==> config.mk <==
export PLATFORM = sky130hd
export DESIGN_NAME = axi_master_write_burst_engine
export DESIGN_NICKNAME = d
export VERILOG_FILES = /design/src/rtl/axi_wr_pkg.sv /design/src/rtl/axi_master_write_burst_engine.sv
export SDC_FILE = /design/constraint.sdc
export NUM_CORES = 1
export LEC_CHECK = 0
export CORE_AREA = 2 2 103 105
export CTS_CLUSTER_SIZE = 8
export DETAILED_ROUTE_END_ITERATION = 10
export DIE_AREA = 0 0 105 107
export PLACE_DENSITY = 0.88
export SETUP_SLACK_MARGIN = 0.1
export SYNTH_ARGS = -nofsm -noshare
export SYNTH_HDL_FRONTEND = slang
export SYNTH_SLANG_ARGS = --single-unit
==> constraint.sdc <==
create_clock -name AClk -period 2.8 [get_ports AClk]
set_input_delay 0.28 -clock AClk [delete_from_list [all_inputs] [get_ports AClk]]
set_output_delay 0.28 -clock AClk [all_outputs]
set_load 0.005 [all_outputs]
==> src/rtl/axi_wr_pkg.sv <==
// Shared encodings and state type for the AXI4 write burst engine.
// Burst types, response codes and the FSM state enum.
package axi_wr_pkg;

  localparam logic [1:0] BURST_FIXED = 2'b00;
  localparam logic [1:0] BURST_INCR  = 2'b01;
  localparam logic [1:0] BURST_WRAP  = 2'b10;

  localparam logic [1:0] RESP_OKAY   = 2'b00;
  localparam logic [1:0] RESP_EXOKAY = 2'b01;
  localparam logic [1:0] RESP_SLVERR = 2'b10;
  localparam logic [1:0] RESP_DECERR = 2'b11;

  typedef enum logic [1:0] {
    ST_IDLE = 2'd0,
    ST_ADDR = 2'd1,
    ST_DATA = 2'd2
  } wr_state_e;

endpackage

==> src/rtl/axi_master_write_burst_engine.sv <==
// AXI4 write master: one command -> AW, then W beats passed straight
// through from the decoder; B responses are returned as rsp pulses.
module axi_master_write_burst_engine
  import axi_wr_pkg::*;
#(
  parameter int ADDR_W  = 32,
  parameter int DATA_W  = 64,
  parameter int ID_W    = 4,
  parameter int MAX_OUT = 4,
  localparam int STRB_W = DATA_W / 8
) (
  input  logic              AClk,
  input  logic              ARst,
  input  logic              cmd_valid,
  output logic              cmd_ready,
  input  logic [ADDR_W-1:0] cmd_addr,
  input  logic [ID_W-1:0]   cmd_id,
  input  logic [7:0]        cmd_len,
  input  logic [1:0]        cmd_burst,
  input  logic              wd_valid,
  output logic              wd_ready,
  input  logic [DATA_W-1:0] wd_data,
  input  logic [STRB_W-1:0] wd_strb,
  output logic [ID_W-1:0]   AWID,
  output logic [ADDR_W-1:0] AWADDR,
  output logic [7:0]        AWLEN,
  output logic [2:0]        AWSIZE,
  output logic [1:0]        AWBURST,
  output logic              AWVALID,
  input  logic              AWREADY,
  output logic [DATA_W-1:0] WDATA,
  output logic [STRB_W-1:0] WSTRB,
  output logic              WLAST,
  output logic              WVALID,
  input  logic              WREADY,
  input  logic [ID_W-1:0]   BID,
  input  logic [1:0]        BRESP,
  input  logic              BVALID,
  output logic              BREADY,
  output logic              rsp_valid,
  output logic [ID_W-1:0]   rsp_id,
  output logic [1:0]        rsp_resp
);

  localparam int OW = $clog2(MAX_OUT + 1);

  wr_state_e         state;
  logic [8:0]        beats;
  logic [OW-1:0]     outst;
  logic              aw_hs;
  logic              w_hs;
  logic              b_hs;
  logic              in_data;

  assign in_data = (state == ST_DATA);
  assign aw_hs   = AWVALID && AWREADY;
  assign w_hs    = WVALID && WREADY;
  assign b_hs    = BVALID && BREADY;

  assign cmd_ready = !ARst && (state == ST_IDLE)
                   && (outst < OW'(MAX_OUT));
  assign BREADY    = (outst != '0);

  // W channel is a zero-latency pass-through, gated to the data phase
  assign WVALID   = in_data && wd_valid;
  assign wd_ready = in_data && WREADY;
  assign WDATA    = in_data ? wd_data : '0;
  assign WSTRB    = in_data ? wd_strb : '0;
  assign WLAST    = in_data && (beats == 9'd1);
  assign AWSIZE   = 3'($clog2(STRB_W));

  always_ff @(posedge AClk) begin
    if (ARst) begin
      state     <= ST_IDLE;
      beats     <= '0;
      outst     <= '0;
      AWID      <= '0;
      AWADDR    <= '0;
      AWLEN     <= '0;
      AWBURST   <= '0;
      AWVALID   <= 1'b0;
      rsp_valid <= 1'b0;
      rsp_id    <= '0;
      rsp_resp  <= '0;
    end else begin
      unique case (state)
        ST_IDLE: begin
          if (cmd_valid && cmd_ready) begin
            AWID    <= cmd_id;
            AWADDR  <= cmd_addr;
            AWLEN   <= cmd_len;
            AWBURST <= cmd_burst;
            AWVALID <= 1'b1;
            beats   <= {1'b0, cmd_len} + 9'd1;
            state   <= ST_ADDR;
          end
        end
        ST_ADDR: begin
          if (AWREADY) begin
            AWVALID <= 1'b0;
            state   <= ST_DATA;
          end
        end
        ST_DATA: begin
          if (w_hs) begin
            beats <= beats - 9'd1;
            if (beats == 9'd1)
              state <= ST_IDLE;
          end
        end
        default: state <= ST_IDLE;
      endcase

      // simultaneous AW and B handshakes cancel out
      unique case ({aw_hs, b_hs})
        2'b10:   outst <= outst + OW'(1);
        2'b01:   outst <= outst - OW'(1);
        default: outst <= outst;
      endcase

      rsp_valid <= b_hs;
      if (b_hs) begin
        rsp_id   <= BID;
        rsp_resp <= BRESP;
      end
    end
  end

endmodule

==> results of run 1 <==
[registers in the layout, indices dropped and copies added (netlist names)]
| name | cells |
|---|---|
| AWADDR | 32 |
| AWBURST | 2 |
| AWID | 4 |
| AWLEN | 8 |
| AWVALID | 1 |
| beats | 9 |
| outst | 3 |
| rsp_id | 4 |
| rsp_resp | 2 |
| rsp_valid | 1 |
| state | 2 |
[power by group]
group          internal (W)  switching (W)
Clock              0.000593       0.000368
Combinational      0.000399       0.000262
Sequential          0.00103      0.0000424
[worst max-delay path, stage by stage, from the launching register on]
cell and delay [ns]:
dfxtp_1 0.44, nor2b_4 0.42, buf_12 0.28, and2_1 0.16, clkdlybuf4s50_1 0.55
[layout make-up]
class                           instances  area (µm²)
Antenna cell                            1       2.502
Fill cell                             863        3806
Clock inverter                          6       112.6
Tap cell                              136       170.2
Inverter                                7       26.28
Timing Repair Buffer                  268        2673
Multi-Input combinational cell        344        1813
Sequential cell                        68        1361
Clock buffer                           10       127.6
[Yosys cell counts, types with 2 or more instances]
cell,count
buf_2,4
ha_1,4
nand3_1,9
xnor2_1,3
and3_1,3
nand2_1,117
dfxtp_1,68
nand3b_1,3
conb_1,2
nor2_1,13
xor2_1,4
inv_1,7
and2_1,75
clkbuf_1,19
nor4_1,2
a31oi_1,2
or3_1,3
buf_6,7
o21ai_0,14
a22oi_1,2
buf_4,3
nor3_1,8
a21oi_1,65
[per-layer routing]
layer  share of wire [%]  vias to the layer above
met1                  38                     1758
met2                  49                      186
met5                0.11                        -
met3                  11                       18
met4                 2.0                        2
li1                    -                     1954
[metrics by stage]
stage	utilization [%]	total power, W	hold WS [ns]	std cells	area, µm²
2_1_floorplan	-	0.001351	0.4160	452	3386
3_3_place_gp	59.88	0.001729	0.4409	823	6043
3_5_place_dp	59.88	0.001752	0.4475	823	6043
4_1_cts	62.26	0.002722	0.3582	839	6284
5_1_grt	62.26	0.002832	0.3871	839	6284
6_report	62.29	0.002693	0.3779	840	6286
[cells by family (layout without fill, tap and decap cells)]
kind of cell / count (synthesis) / after routing / share of synthesized area [%]
DFF: 68 / 68 / 40.25
adders and majority gates: 5 / 5 / 2.072
buffers and inverters: 40 / 291 / 6.475
AOI/OAI and AO/OA: 91 / 91 / 15.02
and+or+nand+nor: 238 / 238 / 34.15
other: 2 / 4 / 0.2221
xor gates and xnor gates: 7 / 7 / 1.813
[path summary, 6_finish.rpt]
kind	slack, ns	startpoint	depth (start not counted)	to
max	0.30	state[1]	4	WDATA[9]
min	0.38	ARst	2	AWADDR[13]
max reg2reg	0.47	outst[2]	9	outst[2]
min reg2reg	0.45	AWLEN[5]	2	AWLEN[5]
==> metrics.cfg, run 1 <==
[status]
outcome = complete, no violations

[clock_tree]
cts_tree = yes
cts_sinks = 68
clock_path_buffers = 2
cts_hold_buf = 0
cts_buffers = 9
cts_resized = 0
cts_setup_buffers = 0
clock_latency_ns = 0.34
ctsHtreeMaxLevel = 3
root_buffer = clkbuf_8
path_clk_slew_ns = 0.07

[logic_synthesis]
synth-edff-count = 0
yosys_register_bits = 68
synth_top_area_share_pct = 40.25
synth_sequential_area_ratio_pct = 40.25
synthFlopType = dfxtp_1
synth_top_cells_by_area = dfxtp_1 (40%), and2_1 (14%), nand2_1 (13%)
syn_inst = 451
yosys.area.top_type = dfxtp_1
async_flop_share_pct = 0
synth_cell_types = 37
yosysWarnings = 0
avgSynthCellArea_um2 = 7.499
netlist_area_um2 = 3382

[placement]
dp_hpwl_um = 9609
place_congestion = 0.8554
dp_slack_ns = 0.2995
io_buffers = 261

[drt]
avgViaCountPerCell = 4.664
finalWirelength_um = 12240
ant_nets = 0
wl_per_cell_um = 14.57
drtPass1Iterations = 4
drc = 0
dr_total_vias = 3918
first_iter_violations = 196

[sta]
slew_violations = 0
final.setup_skew_ns = 0.007913
setup_viol = 0
rsz0062_at_grt = no
min_period_ns = 2.497
fin_tns_setup_ns = 0
fmax_mhz = 400.6
slew_headroom_pct = 66.94
final-hold-violation-count = 0
tightestPinTransition_ns = 0.4913
period_share_pct = 89.16
setup_ws_ns = 0.3035

[global_route]
grt_pass1_wl_um = 19370
grt_pass1_vias = 3922
track_usage_pct = 21.59
grt_use_met3_pct = 9.240
met2_usage_pct = 38.82
overflow = 0
grt_use_met1_pct = 22.29
grt_max_degree = 70
antenna_found_initial = 1
globalRoute.busiestLayer = met2

[floorplan]
die_w_um = 105
floorplan.rows = 37
io_pins = 265
die-area_um2 = 11240
die_h_um = 107
start_util_pct = 33.51
core_um2 = 10090

[final_layout]
area.growth.synth_to_final_pct = 85.87
mostFrequentLayoutCells = clkdlybuf4s50_1 (260), nand2_1 (117), and2_1 (75), dfxtp_1 (68), a21oi_1 (65)
drive_above_1_share_pct = 4.125
final_nets = 834
final_common_cell = clkdlybuf4s50_1

[critical_path]
cp_data_arrival_time_ns = 2.22
end_kind = output port
path_class = reg -> out
cp_max_fo = 69
worstSetupStartpointType = flop
cp_data_required_time_ns = 2.52

[power]
pwr_density_cell_nw_per_um2 = 428.4
vdd.ir_drop.worst_uv = 281.1
leakagePower_nw = 2.298

[flow_run]
cap_violations = 0

[hold_path]
hp-class = in -> reg

Power figures use the tool's default switching activity.
==> run 2, diff against run 1 <==
ABC_AREA = 1   (was not set)
CORE_AREA = not set   (was 2 2 103 105)
CORE_UTILIZATION = 35   (was not set)
DIE_AREA = not set   (was 0 0 105 107)
PLACE_DENSITY = 0.89   (was 0.88)
==> metrics.cfg, run 2 <==
[status]
outcome = complete, no violations

[sta]
period_share_pct = 91.60
fin_tns_setup_ns = 0
fmax_mhz = 389.9
slew_headroom_pct = 49.65
final-hold-violation-count = 0
setup_viol = 0
rsz0062_at_grt = no
tightestPinTransition_ns = 0.7553
min_period_ns = 2.565
slew_violations = 0
final.setup_skew_ns = 0.01150

[logic_synthesis]
avgSynthCellArea_um2 = 6.393
synth_top_area_share_pct = 38.10
synth_cell_types = 29
synthTopCellsByCount = inv_1 (145), nor2_1 (109), o21ai_0 (69), dfxtp_1 (68), a21oi_1 (59)
synth_top_family_by_area = buffers and inverters
synth.most_common_cell = inv_1
synth_top_cells_by_area = dfxtp_1 (38%), inv_1 (15%), nor2_1 (11%)
synth_adder_area_share_pct = 1.961
yosys_register_bits = 68
yosys.area.top_type = dfxtp_1
syn_inst = 559
async_flop_share_pct = 0
yosysWarnings = 0
synth-edff-count = 0
yosys.area_share.simple_pct = 19.96
synth_compound_area_share_pct = 18.98
synth_sequential_area_ratio_pct = 38.10
netlist_area_um2 = 3573
synthFlopType = dfxtp_1
synthMuxAreaShare_pct = 0
synth_xor_area_share_pct = 0.2451

[critical_path]
r2r_setup_slack_ns = 0.50
rr_worst_depth = 11
path_delay_family = buffers and inverters
startpoint = state[1]
regToRegStartpoint = outst[2]
cp_data_arrival_time_ns = 2.28
cp_data_required_time_ns = 2.52
slowest_delay_ns = 0.55
crit_end = WDATA[55]
worst-path-stages = 6
crit_chain = inv_2 -> nor2_4 -> inv_4 -> buf_12 -> nor2_1 -> clkdlybuf4s50_1
critPathSlowestCell = clkdlybuf4s50_1
crit_buf_inv = 4
end_kind = output port
cp_max_fo = 53
path_class = reg -> out
r2r_end = outst[2]
worstSetupStartpointType = flop

[drt]
drtPass1Iterations = 4
first_iter_violations = 196
finalWirelength_um = 11640
avgViaCountPerCell = 4.386
drc = 0
dr_total_vias = 4132
wl_per_cell_um = 12.36
ant_nets = 0

[global_route]
grt_use_met3_pct = 7.322
grt_pass1_wl_um = 17420
overflow = 0
met2_usage_pct = 38.72
grt_pass1_vias = 3718
globalRoute.busiestLayer = met2
antenna_found_initial = 0
grt_max_degree = 95
track_usage_pct = 21.24
grt_use_met1_pct = 23.09

[final_layout]
fill_cells = 839
finish.utilization_pct = 65.51
drive_above_1_share_pct = 3.461
n_antenna_cell = 0
area.growth.synth_to_final_pct = 80.01
top_regs = AWADDR: 32 flops, beats: 9 flops, AWLEN: 8 flops
final_common_cell = clkdlybuf4s50_1
regMostFlops = AWADDR
multi_input_area_um2 = 1481
mostFrequentLayoutCells = clkdlybuf4s50_1 (261), inv_1 (145), nor2_1 (109), o21ai_0 (69), dfxtp_1 (68)
seq_area_um2 = 1361
largest_reg_flops = 32
final_nets = 940

[clock_tree]
cts_buffers = 9
cts_sinks = 68
cts_tree = yes
clock_latency_ns = 0.35
cts_setup_buffers = 0
clock_path_buffers = 2
ctsHtreeMaxLevel = 3
path_clk_slew_ns = 0.07
cts_hold_buf = 0
root_buffer = clkbuf_8
cts_resized = 0

[placement]
place_congestion = 0.8951
io_buffers = 261
dp_hpwl_um = 9073

[floorplan]
start_util_pct = 36.39
core_um2 = 9819
io_pins = 265
die_h_um = 103.0
die_w_um = 103.0
floorplan.rows = 36
die-area_um2 = 10620

[flow_run]
cap_violations = 0

[power]
vdd.ir_drop.worst_uv = 614.4
pwr_density_cell_nw_per_um2 = 516.2
leakagePower_nw = 2.819

[hold_path]
hp-class = reg -> reg

## run 2: cell types whose count changed in the layout (fill, tap and decap cells not counted), moves of 5 or more
cell | before | now
buf_4 | 6 | 1
o21ai_0 | 14 | 69
nand2_1 | 117 | 34
inv_1 | 7 | 145
and2_1 | 75 | 0
nand3_1 | 9 | 18
a21oi_1 | 65 | 59
nor2_1 | 13 | 109
nor3_1 | 8 | 2
## run 2: worst register-to-register path: stages, from the launching register on
cell	delay, ns
dfxtp_1	0.36
inv_1	0.09
nand3_1	0.14
nand2_1	0.17
inv_1	0.21
ha_1	0.17
inv_1	0.07
fa_1	0.39
a21oi_1	0.17
o21ai_0	0.14
a21oi_1	0.18
o21a_1	0.14
## run 2: cell families after synthesis
group,after synthesis
XOR/XNOR,1
buffers and inverters,178
other,2
adder cells (fa/ha/maj),5
AND/OR/NAND/NOR,172
flip-flops,68
AO/OA/AOI/OAI,133
## run 2: power by group
group	switching (W)	total, W	internal, W
sequential	0.0000921	0.00122	0.00112
combinational	0.000568	0.00125	0.000682
clock	0.000412	0.000855	0.000443
total	0.00107	0.00332	0.00225
## run 2: through the flow
stage	instance area (µm²)	hold WS (ns)	power (W)	worst slack (ns)	cells
after floorplan	3577	0.4223	0.001805	0.9212	560
after global placement	6221	0.4287	0.002451	0.5402	926
after detailed placement	6221	0.4329	0.002479	0.5023	926
after CTS	6430	0.4450	0.003343	0.1341	942
after global routing	6432	0.4586	0.003567	0.1036	942
final	6432	0.4430	0.003320	0.2352	942
## run 2: how the worst min path moves through the flow
| stage | start | end | slack, ns | cells past startpoint |
|---|---|---|---|---|
| detailed placement | AWLEN[1] | AWLEN[1] | 0.43 | 2 |
| CTS | AWADDR[7] | AWADDR[7] | 0.45 | 2 |
| floorplan | outst[0] | outst[0] | 0.42 | 1 |
| global route | AWADDR[9] | AWADDR[9] | 0.46 | 2 |
| finish | AWADDR[27] | AWADDR[27] | 0.44 | 2 |
| global placement | AWADDR[20] | AWADDR[20] | 0.43 | 2 |
## run 2: layout make-up
| type | instances | area share (%) |
|---|---|---|
| Timing Repair Buffer | 264 | 41.35 |
| Multi-Input combinational cell | 314 | 23.03 |
| Sequential cell | 68 | 21.16 |
| Inverter | 147 | 8.617 |
| Tap cell | 133 | 2.587 |
| Clock buffer | 10 | 2.140 |
| Clock inverter | 6 | 1.109 |
## run 2: per-layer routing
metal	vias up	share of wire, %
met5	-	0
met2	172	50
met3	20	10
met4	0	1.8
li1	2159	-
met1	1781	38
==> run 3, diff against run 2 <==
CTS_CLUSTER_DIAMETER = 200   (was not set)
SKIP_LAST_GASP = 1   (was not set)
==> results of run 3 <==
The final DEF is identical to that of run 2; final timing and power are the same.
